**src/rtl/rv32_pkg.sv**
```systemverilog
// Shared types for the RV32I core memory path: widths, arbiter states and the
// memory request bundle.
package rv32_pkg;

  localparam int XLEN = 32;

  typedef enum logic [1:0] {
    IDLE,
    WAIT_IF,
    WAIT_LS
  } arb_state_e;

  typedef enum logic {
    SEL_IF,
    SEL_LS
  } arb_sel_e;

  typedef struct packed {
    logic [XLEN-1:0] addr;
    logic            we;
    logic [3:0]      be;
    logic [XLEN-1:0] wdata;
  } mem_req_t;

endpackage

```
**src/rtl/mem_port_arbiter_starve.sv**
```systemverilog
// Saturating count of LSU grants taken while a fetch was waiting; at_max_o
// tells the arbiter to let the IFU win the next arbitration.
module arb_starve_counter #(
  parameter int unsigned MAX = 4
) (
  input  logic clk,
  input  logic rst_n,
  input  logic clr_i,
  input  logic inc_i,
  output logic at_max_o
);

  localparam logic [3:0] CNT_MAX = 4'(MAX);

  logic [3:0] count_q, count_d;

  always_comb begin
    count_d = count_q;
    if (clr_i) begin
      count_d = '0;
    end else if (inc_i && (count_q != CNT_MAX)) begin
      count_d = count_q + 4'd1;
    end
  end

  always_ff @(posedge clk or negedge rst_n) begin
    if (!rst_n) begin
      count_q <= '0;
    end else begin
      count_q <= count_d;
    end
  end

  assign at_max_o = (count_q == CNT_MAX);

endmodule

```
**src/rtl/mem_port_arbiter.sv**
```systemverilog
// Shares the single memory port between instruction fetch and load/store:
// LSU-first priority, IFU starvation guard, one transaction in flight.
//
// state   | meaning
// IDLE    | arbitrate and present the winner to memory
// WAIT_IF | fetch accepted by memory, waiting for its response
// WAIT_LS | load/store accepted by memory, waiting for its response
module mem_port_arbiter
  import rv32_pkg::*;
#(
  parameter int          XLEN       = rv32_pkg::XLEN,
  parameter int unsigned STARVE_MAX = 4
) (
  input  logic            clk,
  input  logic            rst_n,

  input  logic            if_req_valid,
  output logic            if_req_ready,
  input  logic [XLEN-1:0] if_addr,
  input  logic            if_flush,
  output logic            if_rsp_valid,
  output logic [XLEN-1:0] if_rsp_rdata,

  input  logic            ls_req_valid,
  output logic            ls_req_ready,
  input  logic [XLEN-1:0] ls_addr,
  input  logic            ls_we,
  input  logic [3:0]      ls_be,
  input  logic [XLEN-1:0] ls_wdata,
  output logic            ls_rsp_valid,
  output logic [XLEN-1:0] ls_rsp_rdata,

  output logic            mem_req_valid,
  input  logic            mem_req_ready,
  output logic [XLEN-1:0] mem_addr,
  output logic            mem_we,
  output logic [3:0]      mem_be,
  output logic [XLEN-1:0] mem_wdata,
  input  logic            mem_rsp_valid,
  input  logic [XLEN-1:0] mem_rsp_rdata
);

  // Assertion follows rst_n immediately; release is retimed to clk.
  logic rst_meta_q, rst_sync_q;

  always_ff @(posedge clk or negedge rst_n) begin
    if (!rst_n) begin
      rst_meta_q <= 1'b0;
      rst_sync_q <= 1'b0;
    end else begin
      rst_meta_q <= 1'b1;
      rst_sync_q <= rst_meta_q;
    end
  end

  arb_state_e state_q, state_d;
  arb_sel_e   lock_sel_q, lock_sel_d;
  logic       lock_q, lock_d;
  logic       drop_q, drop_d;

  arb_sel_e   arb_sel, sel;
  mem_req_t   if_req, ls_req, mux_req;
  logic       in_idle, lock_hold, if_hs, ls_hs;
  logic       at_max, cnt_clr, cnt_inc;

  always_comb begin
    if_req.addr  = if_addr;
    if_req.we    = 1'b0;
    if_req.be    = 4'hF;
    if_req.wdata = '0;
    ls_req.addr  = ls_addr;
    ls_req.we    = ls_we;
    ls_req.be    = ls_be;
    ls_req.wdata = ls_wdata;

    arb_sel = (ls_req_valid && !(if_req_valid && at_max)) ? SEL_LS : SEL_IF;
    // A flushed fetch must not keep the port pinned while memory stalls.
    lock_hold = lock_q && !(if_flush && (lock_sel_q == SEL_IF));
    sel       = lock_hold ? lock_sel_q : arb_sel;
    mux_req   = (sel == SEL_LS) ? ls_req : if_req;

    in_idle       = rst_sync_q && (state_q == IDLE);
    mem_req_valid = in_idle && (if_req_valid || ls_req_valid);
    if_hs         = in_idle && mem_req_ready && (sel == SEL_IF) && if_req_valid;
    ls_hs         = in_idle && mem_req_ready && (sel == SEL_LS) && ls_req_valid;
  end

  assign if_req_ready = if_hs;
  assign ls_req_ready = ls_hs;
  assign mem_addr     = mux_req.addr;
  assign mem_we       = mux_req.we;
  assign mem_be       = mux_req.be;
  assign mem_wdata    = mux_req.wdata;

  assign if_rsp_valid = rst_sync_q && (state_q == WAIT_IF) && mem_rsp_valid
                        && !drop_q && !if_flush;
  assign ls_rsp_valid = rst_sync_q && (state_q == WAIT_LS) && mem_rsp_valid;
  assign if_rsp_rdata = mem_rsp_rdata;
  assign ls_rsp_rdata = mem_rsp_rdata;

  always_comb begin
    state_d    = state_q;
    lock_d     = 1'b0;
    lock_sel_d = lock_sel_q;
    drop_d     = drop_q;
    unique case (state_q)
      IDLE: begin
        drop_d = 1'b0;
        if (mem_req_valid && !mem_req_ready) begin
          lock_d     = 1'b1;
          lock_sel_d = sel;
        end
        if (if_hs) begin
          state_d = WAIT_IF;
          drop_d  = if_flush;
        end else if (ls_hs) begin
          state_d = WAIT_LS;
        end
      end
      WAIT_IF: begin
        if (mem_rsp_valid) begin
          state_d = IDLE;
          drop_d  = 1'b0;
        end else if (if_flush) begin
          drop_d = 1'b1;
        end
      end
      WAIT_LS: begin
        if (mem_rsp_valid) begin
          state_d = IDLE;
        end
      end
      default: state_d = IDLE;
    endcase
  end

  always_ff @(posedge clk or negedge rst_sync_q) begin
    if (!rst_sync_q) begin
      state_q    <= IDLE;
      lock_q     <= 1'b0;
      lock_sel_q <= SEL_IF;
      drop_q     <= 1'b0;
    end else begin
      state_q    <= state_d;
      lock_q     <= lock_d;
      lock_sel_q <= lock_sel_d;
      drop_q     <= drop_d;
    end
  end

  assign cnt_clr = in_idle && (if_hs || !if_req_valid);
  assign cnt_inc = ls_hs && if_req_valid;

  arb_starve_counter #(
    .MAX(STARVE_MAX)
  ) u_starve (
    .clk     (clk),
    .rst_n   (rst_sync_q),
    .clr_i   (cnt_clr),
    .inc_i   (cnt_inc),
    .at_max_o(at_max)
  );

  a_no_rsp_in_idle: assert property (@(posedge clk) disable iff (!rst_sync_q)
    !((state_q == IDLE) && mem_rsp_valid));

endmodule
```
**config.mk**
```make
export PLATFORM = sky130hd
export DESIGN_NAME = mem_port_arbiter
export DESIGN_NICKNAME = d
export VERILOG_FILES = /design/src/rtl/rv32_pkg.sv /design/src/rtl/mem_port_arbiter_starve.sv /design/src/rtl/mem_port_arbiter.sv
export SDC_FILE = /design/constraint.sdc
export NUM_CORES = 1
export LEC_CHECK = 0
export ABC_AREA = 1
export CAP_MARGIN = 25
export CORE_AREA = 4 4 104 106
export CTS_BUF_LIST = sky130_fd_sc_hd__clkbuf_2 sky130_fd_sc_hd__clkbuf_4 sky130_fd_sc_hd__clkbuf_8
export DETAILED_ROUTE_END_ITERATION = 8
export DIE_AREA = 0 0 108 110
export GPL_TIMING_DRIVEN = 1
export PLACE_DENSITY = 0.68
export SYNTH_ARGS = -nofsm -noshare
export SYNTH_HDL_FRONTEND = slang
export SYNTH_SLANG_ARGS = --single-unit
export TNS_END_PERCENT = 100
```
**constraint.sdc**
```tcl
create_clock -name clk -period 1.75 [get_ports clk]
set_input_delay 0.175 -clock clk [delete_from_list [all_inputs] [get_ports clk]]
set_output_delay 0.175 -clock clk [all_outputs]
set_load 0.1 [all_outputs]
```
# ---- Yosys cells after proc, flatten, opt, wreduce, memory -nomap -nowiden
# Index checks and enable logic that the tools add are counted.
dict set report totals {
  reg_bits 11
  input_bits 140
}
dict set report op_classes {
  n_addsub 1
  eq_ne 7
  muxes 15
  bitwise 2
  reduce_logical 36
}
# op n
set ops {}
lappend ops {{$mux 69} 1}
lappend ops {{$logic_and 1x1->1} 21}
lappend ops {{$mux 4} 2}
lappend ops {{$mux 1} 7}
lappend ops {{$logic_not 1->1} 6}
lappend ops {{$mux 2} 3}
lappend ops {{$ne 3x3->1 const B} 2}
lappend ops {{$reduce_and 2->1} 3}
lappend ops {{$add 4x1->4 const B} 1}
lappend ops {{$eq 4x3->1 const B} 1}
lappend ops {{$ne 4x3->1 const B} 1}
lappend ops {{$pmux 2 s2} 1}
lappend ops {{$reduce_bool 2->1} 2}
lappend ops {{$eq 2x1->1 const B} 1}
lappend ops {{$eq 2x2->1 const B} 1}
lappend ops {{$logic_not 2->1} 1}
lappend ops {{$logic_or 1x1->1} 2}
lappend ops {{$ne 2x1->1 const B} 1}
lappend ops {{$not 1->1} 2}
lappend ops {{$pmux 1 s2} 1}
lappend ops {{$reduce_or 2->1} 1}

# ---- Depth between registers and ports, before layout
# Gate-level depths: netlist of run 1.
dict set report logic_depth {
  ltp_word 12
  ltp_mapped 10
}

# ---- Cells and area by module
# From an unflattened synthesis of run 1, not the netlist that was laid out.
dict set report unflattened {
  hier_cells 337
  area_unflattened_um2 1885.6
}
# mod n_inst cells_each area_each_um2 seq_area_each_um2
set by_module_without_submodules {}
lappend by_module_without_submodules {mem_port_arbiter 1 305 1632.8 175.2}
lappend by_module_without_submodules {arb_starve_counter 1 32 252.7 100.1}

# ---- Worst setup path after synthesis of run 1
# Ideal clock, no wire load.
dict set report synth_timing {
  path_type {reg-to-output}
  from {register state_q[1]}
  to {output port if_rsp_valid}
  arrival_ps 2719
  required_ps 1575
  slack_ps -1144
  stages_incl_launch_ff 5
  n_path_buf 0
  cell_sequence {dfrtp_1 > inv_1 > ha_1 > nand3_1 > nor3_1}
}
dict set report synth_between {
  elab_chain_len 5
}
# item line
set synth_lines {}
lappend synth_lines {{start: declaration} mem_port_arbiter.sv:56} ;# arb_state_e state_q, state_d;
lappend synth_lines {{start signal: assignment} mem_port_arbiter.sv:144} ;# state_q <= state_d;
lappend synth_lines {{$eq 2x1->1} mem_port_arbiter.sv:95} ;# assign if_rsp_valid = rst_sync_q && (state_q == WAIT_IF) && mem_rsp_valid
lappend synth_lines {{$logic_and 1x1->1 (2 in series)} mem_port_arbiter.sv:95}
lappend synth_lines {{$logic_and 1x1->1 (2 in series)} mem_port_arbiter.sv:96} ;# && !drop_q && !if_flush;
lappend synth_lines {{end: declaration} mem_port_arbiter.sv:21} ;# output logic if_rsp_valid,
# No other way between the ends.

# ---- Worst setup path after layout of run 1
dict set report layout_timing {
  from {register u_starve.count_q[0]}
  to {output port mem_addr[5]}
}
dict set report layout_between {
  elab_chain_len 7
}
# item line
set layout_lines {}
lappend layout_lines {{start: declaration} mem_port_arbiter_starve.sv:15} ;# logic [3:0] count_q, count_d;
lappend layout_lines {{start signal: assignment} mem_port_arbiter_starve.sv:30} ;# count_q <= count_d;
lappend layout_lines {{$eq 4x3->1} mem_port_arbiter_starve.sv:34} ;# assign at_max_o = (count_q == CNT_MAX);
lappend layout_lines {{$logic_and 1x1->1} mem_port_arbiter.sv:76} ;# arb_sel = (ls_req_valid && !(if_req_valid && at_max)) ? SEL_LS : SEL_IF;
lappend layout_lines {{$logic_not 1->1} mem_port_arbiter.sv:76}
lappend layout_lines {{$logic_and 1x1->1} mem_port_arbiter.sv:76}
lappend layout_lines {{$mux 1} mem_port_arbiter.sv:76}
lappend layout_lines {{$mux 1} mem_port_arbiter.sv:79} ;# sel = lock_hold ? lock_sel_q : arb_sel;
lappend layout_lines {{$mux 69} mem_port_arbiter.sv:80} ;# mux_req = (sel == SEL_LS) ? ls_req : if_req;
lappend layout_lines {{end: declaration} mem_port_arbiter.sv:35} ;# output logic [XLEN-1:0] mem_addr,
# No other way between the ends.

==> out/results.ini, run 1 <==
[status]
status=finished, violations left
violations=negative setup slack

[worst_setup_path]
cp-end-kind=output pin
path_class=reg2out
cpMostUsedCell=nand2_2
arrival_ns=1.85
cp_slowest_stage_delay_ns=0.39
slowest_stage=dfrtp_1
required_ns=1.57
r2r_start=u_starve.count_q[0]
path_max_fanout=6
startpoint_type=register
path_cells=inv_2 -> ha_4 -> nand4_1 -> nand2_2 -> nand2_8 -> inv_12 -> buf_12 -> clkbuf_16 -> nand2_2 -> nand2_2 -> buf_12
startpoint=u_starve.count_q[0]

[clock_network]
numCtsBuffers=3
hold_buffers=0
cts_tree=done
htree_levels=1
clockRootBuffer=clkbuf_8
clock-sinks=11
clkLatencyLatePin_ns=0.24
path_clk_slew_ns=0.05
cts.path.max_buffers=2

[die]
die_area_um2=11900
die-height_um=110
initial_core_util=0.189
core.rowCount=36
die_w_um=108
io_pins=278
core_um2=9770

[layout]
drive_above_1_share=0.515
final_cell_count_no_fill=620
seq_area_um2=275
nNetsFinal=633
fillers=856
fin_area_um2=5350
diodes=0
multi_input_area_um2=1420
area_growth_syn_to_layout_pct=189

[synth]
synthTopCellsByCount=nand2_1, buf_4, inv_1
synth_top_area_share=0.272
synth_ff_type=dfrtp_1
synth.net_count=470
async_flop_share=1.00
synth_cells=325
syn-cell-area_um2=1850
synth_area_leaders=buf_4, nand2_1, dfrtp_1
yosysWarnings=0
synth_seq_area_share=0.149
synth_most_common_cell=nand2_1
synth-edff-count=0
ys_types=24
ys_seq_elements=11
syn_area_per_cell_um2=5.70
synth_area_leader_cell=buf_4

[detailed_routing]
dr.pass1.iters=4
viasPerCell=3.99
ant_nets=0
via_count=2472
drt-initial-drc-count=81
wire_per_inst_um=15.4
post-route-drc-count=0
drt_wl_total_um=9560

[sta]
rsz0062_at_grt=true
skew_ns=0.00109
timing.final.crit_share=1.16
finalSetupViolCount=75
slew_violations=0
fmax_mhz=494
finalCriticalPeriod_ns=2.03
setup_slack_ns=-0.276
timing.setup.tns_ns=-14.88
final-hold-violation-count=0

[placed_design]
dpl.hpwl_um=7200
numPortBuffers=181
placed_area_um2=4570
gp_congestion=0.748
preCtsSetupSlack_ns=-0.182
dp.cells=586

[pwr]
power_uw=5180
vdd_drop_max_v=0.000447
leakagePower_uw=0.00247
p_per_area_nw_per_um2=967

[run]
max_cap_viol_count=0

[global_routing]
first_global_vias=2658
grt_pass1_wl_um=13000
antenna_found_initial=0
grt_remaining_overflow=0
grt_max_degree=18
grtUsageTotal=0.138

[hold_path]
hold_path.class=in2async

area by class of cell:
type,instances,share of cell area
Timing Repair inverter,2,0.00584
Inverter,47,0.0367
Clock buffer,4,0.00912
Tap cell,133,0.0311
Sequential cell,11,0.0514
Timing Repair Buffer,230,0.601
Multi-Input combinational cell,193,0.265
sequential cells by signal (all words and copies together) (netlist names):
register          flops
rst_sync_q            1
u_starve.count_q      4
lock_sel_q            1
lock_q                1
drop_q                1
rst_meta_q            1
state_q               2
routing by layer:
| metal | GRT usage | vias up | part of all wire |
|---|---|---|---|
| met5 | 0 | - | 0 |
| met4 | 0.0388 | 0 | 0.017 |
| met3 | 0.0542 | 28 | 0.10 |
| met2 | 0.281 | 112 | 0.58 |
| met1 | 0.126 | 1127 | 0.31 |
| li1 | - | 1205 | - |
where the power goes:
group          total (µW)  switching [µW]  internal, µW  leakage, µW
sequential            332            33.1           299     0.000144
clock                 279             103           176    0.0000262
combinational        4570            2750          1820      0.00230
total                5180            2890          2290      0.00247
worst paths after layout:
kind / end / slack (ns) / cells after the start
setup / recovery: mem_addr[5] / -0.28 / 11
hold / removal: rst_meta_q / 0.09 / 1
setup reg to reg: state_q[1] / -0.11 / 13
hold reg to reg: u_starve.count_q[1] / 0.22 / 1
max in group asynchronous: state_q[1] / 1.38 / 1
min in group clk: rst_sync_q / 0.35 / 0
cell families after synthesis:
kind of cell	synth area share
flops	0.149
xor+xnor	0.00946
fa+ha+maj	0.0338
buf+inv	0.389
compound gates	0.0203
simple gates	0.397
other cells	0.00203
per-stage QoR:
stage,utilization,hold WS [ns]
detailed placement,0.467,0.191
finish,0.548,0.0888
CTS,0.519,0.0937
global placement,0.467,0.207
floorplan,-,-0.121
global route,0.548,0.0950
cells in the final DEF (no fill, tap or decap), drive strengths merged, types with 3 or more instances in the layout:
| master | count |
|---|---|
| buf | 119 |
| clkbuf | 8 |
| clkdlybuf4s50 | 107 |
| dfrtp | 11 |
| ha | 5 |
| inv | 47 |
| nand2 | 121 |
| nand3 | 7 |
| nor2 | 42 |
| nor3 | 3 |
| or2 | 4 |
worst max-delay path, delay by kind of cell (launching register included):
family                   cells  cell delay (ns)
AND/OR/NAND/NOR              5             0.47
adder cells (fa/ha/maj)      1             0.13
buffers and inverters        5             0.62
flip-flops                   1             0.39
timing repair:
action                                  4_1_cts  5_1_grt
resized for setup                            55       41
endpoints found under the setup margin       71       79
pin swaps                                    12       16
gates cloned                                  5        4
setup buffers                                14       10
(Power assumes the default switching activity.)
==> run 2, diff against run 1 <==
--- a/config.mk
+++ b/config.mk
@@ -13,6 +13,7 @@
 export DIE_AREA = 0 0 108 110
 export GPL_TIMING_DRIVEN = 1
 export PLACE_DENSITY = 0.68
+export SETUP_SLACK_MARGIN = 0.3
 export SYNTH_ARGS = -nofsm -noshare
 export SYNTH_HDL_FRONTEND = slang
 export SYNTH_SLANG_ARGS = --single-unit
==> out/results.ini, run 2 (synthesis gave the netlist of run 1 again) <==
[status]
status=finished, violations left
violations=negative setup slack

[sta]
fmax_mhz=497
rsz0062_at_grt=true
finalCriticalPeriod_ns=2.01
slew_violations=0
timing.setup.tns_ns=-15.05
skew_ns=0.00818
timing.final.crit_share=1.15
finalSetupViolCount=71
setup_slack_ns=-0.262
final-hold-violation-count=0

[worst_setup_path]
cp-end-kind=output pin
path_cells=clkdlybuf4s50_1 -> inv_1 -> a21oi_2 -> nand2_2 -> nand2_4 -> inv_8 -> buf_4 -> buf_6 -> buf_12 -> nor2_4 -> buf_12
startpoint=ls_req_valid
path_delay_family=buffers and inverters
slowest_stage=clkdlybuf4s50_1
path_class=in2out
r2r_cells=12
arrival_ns=1.84
cp_slowest_stage_delay_ns=0.50
r2r_start=u_starve.count_q[1]
required_ns=1.57
critPathBufInv=7
startpoint_type=input port
cpMostUsedCell=buf_12
path_max_fanout=8
reg2reg_to=u_starve.count_q[1]
r2r_setup_slack_ns=0.03

[layout]
final_util=0.601
seq_area_um2=275
area_growth_syn_to_layout_pct=217
fin_area_um2=5880
layout_commonest_cell=clkdlybuf4s50_1
regMostFlops=u_starve.count_q
largest_reg_flops=4
multi_input_area_um2=2080
top_regs=u_starve.count_q x4, state_q x2
nNetsFinal=624
fillers=783
final_cell_count_no_fill=611
diodes=0
drive_above_1_share=0.571
final_cell_mix=clkdlybuf4s50_1, buf_12, inv_1

[global_routing]
grtUsageTotal=0.147
grt_pass1_wl_um=13700
grt_max_degree=18
antenna_found_initial=0
first_global_vias=2678
grt_remaining_overflow=0

[detailed_routing]
drt_wl_total_um=9340
ant_nets=0
drt-initial-drc-count=67
post-route-drc-count=0
via_count=2500
viasPerCell=4.09
dr.pass1.iters=4
wire_per_inst_um=15.3

[clock_network]
cts_tree=done
htree_levels=1
clockRootBuffer=clkbuf_8
clock-sinks=11
clkLatencyLatePin_ns=0.24
path_clk_slew_ns=0.05
numCtsBuffers=3
cts.path.max_buffers=2

[die]
die_area_um2=11900
die_w_um=108
initial_core_util=0.189
die-height_um=110
core_um2=9770
core.rowCount=36
io_pins=278

[placed_design]
gp_congestion=0.755
placed_area_um2=5130
dp.cells=583
numPortBuffers=181
dpl.hpwl_um=7300

[pwr]
vdd_drop_max_v=0.000402
p_per_area_nw_per_um2=958
leakagePower_uw=0.00256
power_uw=5630

[run]
max_cap_viol_count=0

[hold_path]
hold_path.class=in2async

-- run 2: cell count changes in the layout (fill, tap and decap cells not counted), sizes merged --
cell,delta
buf,-3
inv,-2
clkbuf,-4
-- run 2: what timing repair did --
| action | in CTS | in global routing |
|---|---|---|
| pin swaps | 17 | 12 |
| buffers inserted | 14 | 5 |
| endpoints found under the setup margin | 81 | 82 |
| cloned | 5 | 0 |
| hold buffers | 0 | 0 |
| gates resized for setup | 77 | 26 |
-- run 2: cell type report --
class,instances,share of cell area
timing repair buffer,223,0.531
multi-input combinational,193,0.353
sequential,11,0.0468
inverter,47,0.0326
tap,133,0.0283
clock buffer,4,0.00830
-- run 2: worst max path at each step --
stage	end	slack, ns	cells after the start
6_report	mem_wdata[29]	-0.26	11
3_5_place_dp	mem_addr[0]	-0.17	9
2_1_floorplan	mem_wdata[10]	-0.03	8
5_1_grt	mem_addr[4]	-0.34	10
3_3_place_gp	mem_addr[31]	-0.14	9
4_1_cts	ls_req_ready	-0.26	10
-- run 2: metal layers --
layer / track usage / wire length, µm / vias to the layer above
met4: 0.0415 / 190 / 0
met1: 0.146 / 2910 / 1169
met2: 0.297 / 5430 / 114
met5: 0 / 0 / -
met3: 0.0379 / 803 / 27
li1: - / - / 1190
-- run 2: worst register-to-register path: cells and delay by family, from the launching register on --
family | cells | cell delay, ns
fa+ha+maj | 1 | 0.16
flops | 1 | 0.36
buf+inv | 3 | 0.42
simple gates | 8 | 0.67
-- run 2: report_power, final --
group / leakage, µW / switching, µW / total, µW / internal [µW]
clock: 0.0000262 / 99.5 / 275 / 176
combinational: 0.00239 / 3010 / 5020 / 2010
sequential: 0.000144 / 35.2 / 334 / 299
-- run 2: metrics by stage --
| stage | worst slack (ns) | hold WS (ns) |
|---|---|---|
| 2_1_floorplan | -0.0277 | -0.121 |
| 3_3_place_gp | -0.141 | 0.223 |
| 3_5_place_dp | -0.171 | 0.221 |
| 4_1_cts | -0.257 | 0.0944 |
| 5_1_grt | -0.345 | 0.0930 |
| 6_report | -0.262 | 0.0987 |
==> run 3, diff against run 2 <==
--- a/config.mk
+++ b/config.mk
@@ -5,12 +5,11 @@
 export SDC_FILE = /design/constraint.sdc
 export NUM_CORES = 1
 export LEC_CHECK = 0
-export ABC_AREA = 1
 export CAP_MARGIN = 25
-export CORE_AREA = 4 4 104 106
+export CORE_AREA = 4 4 105 107
 export CTS_BUF_LIST = sky130_fd_sc_hd__clkbuf_2 sky130_fd_sc_hd__clkbuf_4 sky130_fd_sc_hd__clkbuf_8
 export DETAILED_ROUTE_END_ITERATION = 8
-export DIE_AREA = 0 0 108 110
+export DIE_AREA = 0 0 109 111
 export GPL_TIMING_DRIVEN = 1
 export PLACE_DENSITY = 0.68
 export SETUP_SLACK_MARGIN = 0.3
==> constraint.sdc (replaced) <==
create_clock -name clk -period 2.6 [get_ports clk]
set_input_delay 0.26 -clock clk [delete_from_list [all_inputs] [get_ports clk]]
set_output_delay 0.26 -clock clk [all_outputs]
set_load 0.1 [all_outputs]
==> out/results.ini, run 3 <==
[die]
core.rowCount=37
initial_core_util=0.196
die_w_um=109
die-height_um=111
io_pins=278
core_um2=10100
die_area_um2=12100

[synth]
synth_seq_area_share=0.138
ys_seq_elements=11
synth_most_common_cell=buf_4
synth_cells=216
synthTopCellsByCount=buf_4, mux2_4, nor2b_1
synth-edff-count=0
synth_top_area_share=0.241
synth_area_leader_cell=buf_4
ys_types=40
syn_area_per_cell_um2=9.22
synth_ff_type=dfrtp_1
async_flop_share=1.00
synth_area_leaders=buf_4, mux2_4, dfrtp_1
syn-cell-area_um2=1990
synth.net_count=361
yosysWarnings=0

[layout]
top_regs=u_starve.count_q x4, state_q x2
regMostFlops=u_starve.count_q
diodes=0
drive_above_1_share=0.513
largest_reg_flops=4
final_cell_mix=clkdlybuf4s50_1, buf_12, mux2_4
area_growth_syn_to_layout_pct=134
layout_commonest_cell=clkdlybuf4s50_1
nNetsFinal=499

[sta]
final-hold-violation-count=0
skew_ns=0.00394
fmax_mhz=404
slew_violations=0
rsz0062_at_grt=true
hold_ws_ns=0.0932
finalSetupViolCount=0
timing.setup.tns_ns=0
timing.final.crit_share=0.952
slew_headroom=0.536
setup_slack_ns=0.126
tightest_slew_ns=0.695
finalCriticalPeriod_ns=2.47

[global_routing]
first_global_vias=2108
grt_pass1_wl_um=11400
grtUsageTotal=0.117
grt_remaining_overflow=0
antenna_found_initial=0
grt_max_degree=42

[pwr]
leakagePower_uw=0.00206
power_switching_uw=1780
power_uw=3270
pwr-share-seq=0.072
p_int_uw=1500
power.share.switching=0.543
power_frac_clock=0.055
p_per_area_nw_per_um2=703
power_frac_comb=0.873
vdd_drop_max_v=0.000425

[clock_network]
numCtsBuffers=3
path_clk_slew_ns=0.05
htree_levels=1
clock-sinks=11
cts_tree=done
clkLatencyLatePin_ns=0.25
clockRootBuffer=clkbuf_8
cts.path.max_buffers=2

[worst_setup_path]
startpoint_type=register
required_ns=2.34
path_max_fanout=16
r2r_setup_slack_ns=0.61
cp-end-kind=output pin
arrival_ns=2.21
path_class=reg2out

[hold_path]
hold_path.class=reg2async

[detailed_routing]
dr.pass1.iters=4
drt-initial-drc-count=73
wire_per_inst_um=16.5
drt_wl_total_um=8070
post-route-drc-count=0
ant_nets=0
viasPerCell=4.06
via_count=1987

[placed_design]
preCtsSetupSlack_ns=0.285
numPortBuffers=181
gp_congestion=0.863
dpl.hpwl_um=6450

[status]
status=completed

[run]
max_cap_viol_count=0

==> run 3: cell count changes in the layout (fill, tap and decap cells not counted), moves of 5 or more <==
| cell | change |
|---|---|
| nor2_1 | +5 |
| nor2b_4 | +12 |
| nand2_4 | -27 |
| buf_12 | -9 |
| nand2_2 | -29 |
| nor2_4 | -37 |
| nand2_8 | -37 |
| buf_6 | -9 |
| and2b_2 | +11 |
| nor2b_2 | +10 |
| nand2_1 | -23 |
| mux2_4 | +31 |
| nand3_1 | -5 |
| inv_1 | -32 |
==> run 3: final cells by class <==
class                   instances  area, µm²
multi-input cells             123       1280
fillers                       902       5480
repair buffers                205       2840
well taps                     136        170
clock inverters                 1       5.00
flip-flops and latches         11        275
clock buffers                   3       41.3
inverters                      10       37.5
==> run 3: critical path: stages, from the launching register on <==
cell and delay [ns]:
dfrtp_1 0.36, inv_2 0.06, ha_4 0.16, and4b_1 0.21
o31a_4 0.47, buf_12 0.20, mux2_4 0.32, buf_12 0.17
==> run 3: cells by family after synthesis <==
logic type | Yosys count | synth area share
flops | 11 | 0.138
mux | 34 | 0.250
simple gates | 66 | 0.204
xor+xnor | 2 | 0.00880
buf+inv | 82 | 0.308
compound gates | 15 | 0.0585
fa+ha+maj | 5 | 0.0314
other cells | 1 | 0.00188
==> run 3: layer usage <==
| layer | wire length [µm] | GRT usage |
|---|---|---|
| met1 | 2920 | 0.135 |
| met2 | 3990 | 0.205 |
| met3 | 1100 | 0.0460 |
| met4 | 64 | 0.0185 |
| met5 | 0 | 0 |
==> run 3: per-stage QoR <==
| step | cells | util | area [µm²] |
|---|---|---|---|
| floorplan | 216 | - | 2140 |
| global placement | 466 | 0.426 | 4320 |
| detailed placement | 466 | 0.426 | 4320 |
| CTS | 482 | 0.445 | 4510 |
| global route | 489 | 0.459 | 4650 |
| finish | 489 | 0.459 | 4650 |
==> run 3: repair_timing <==
action,4_1_cts,5_1_grt
endpoints found under the setup margin,70,70
buffers inserted,10,4
gates cloned,2,3
hold buffers,0,0
gates resized for setup,6,16
pin swaps,1,2
==> run 3: path summary, 6_finish.rpt <==
check                                     from             endpoint  depth (start not counted)
min in group clk                    rst_meta_q           rst_sync_q                          0
max in group asynchronous           rst_sync_q  u_starve.count_q[1]                          1
setup / recovery           u_starve.count_q[0]         mem_addr[12]                          7
hold / removal                      rst_sync_q           lock_sel_q                          0
setup reg to reg           u_starve.count_q[0]               drop_q                          8
hold reg to reg                     rst_sync_q           lock_sel_q                          0
==> run 3: power by group through the flow <==
stage               clock network, µW  logic [µW]  registers [µW]
finish                            178        2860             237
global route                      189        2960             241
CTS                               183        2760             235
detailed placement                  0        2640             244
global placement                    0        2620             242
floorplan                           0        2190             236
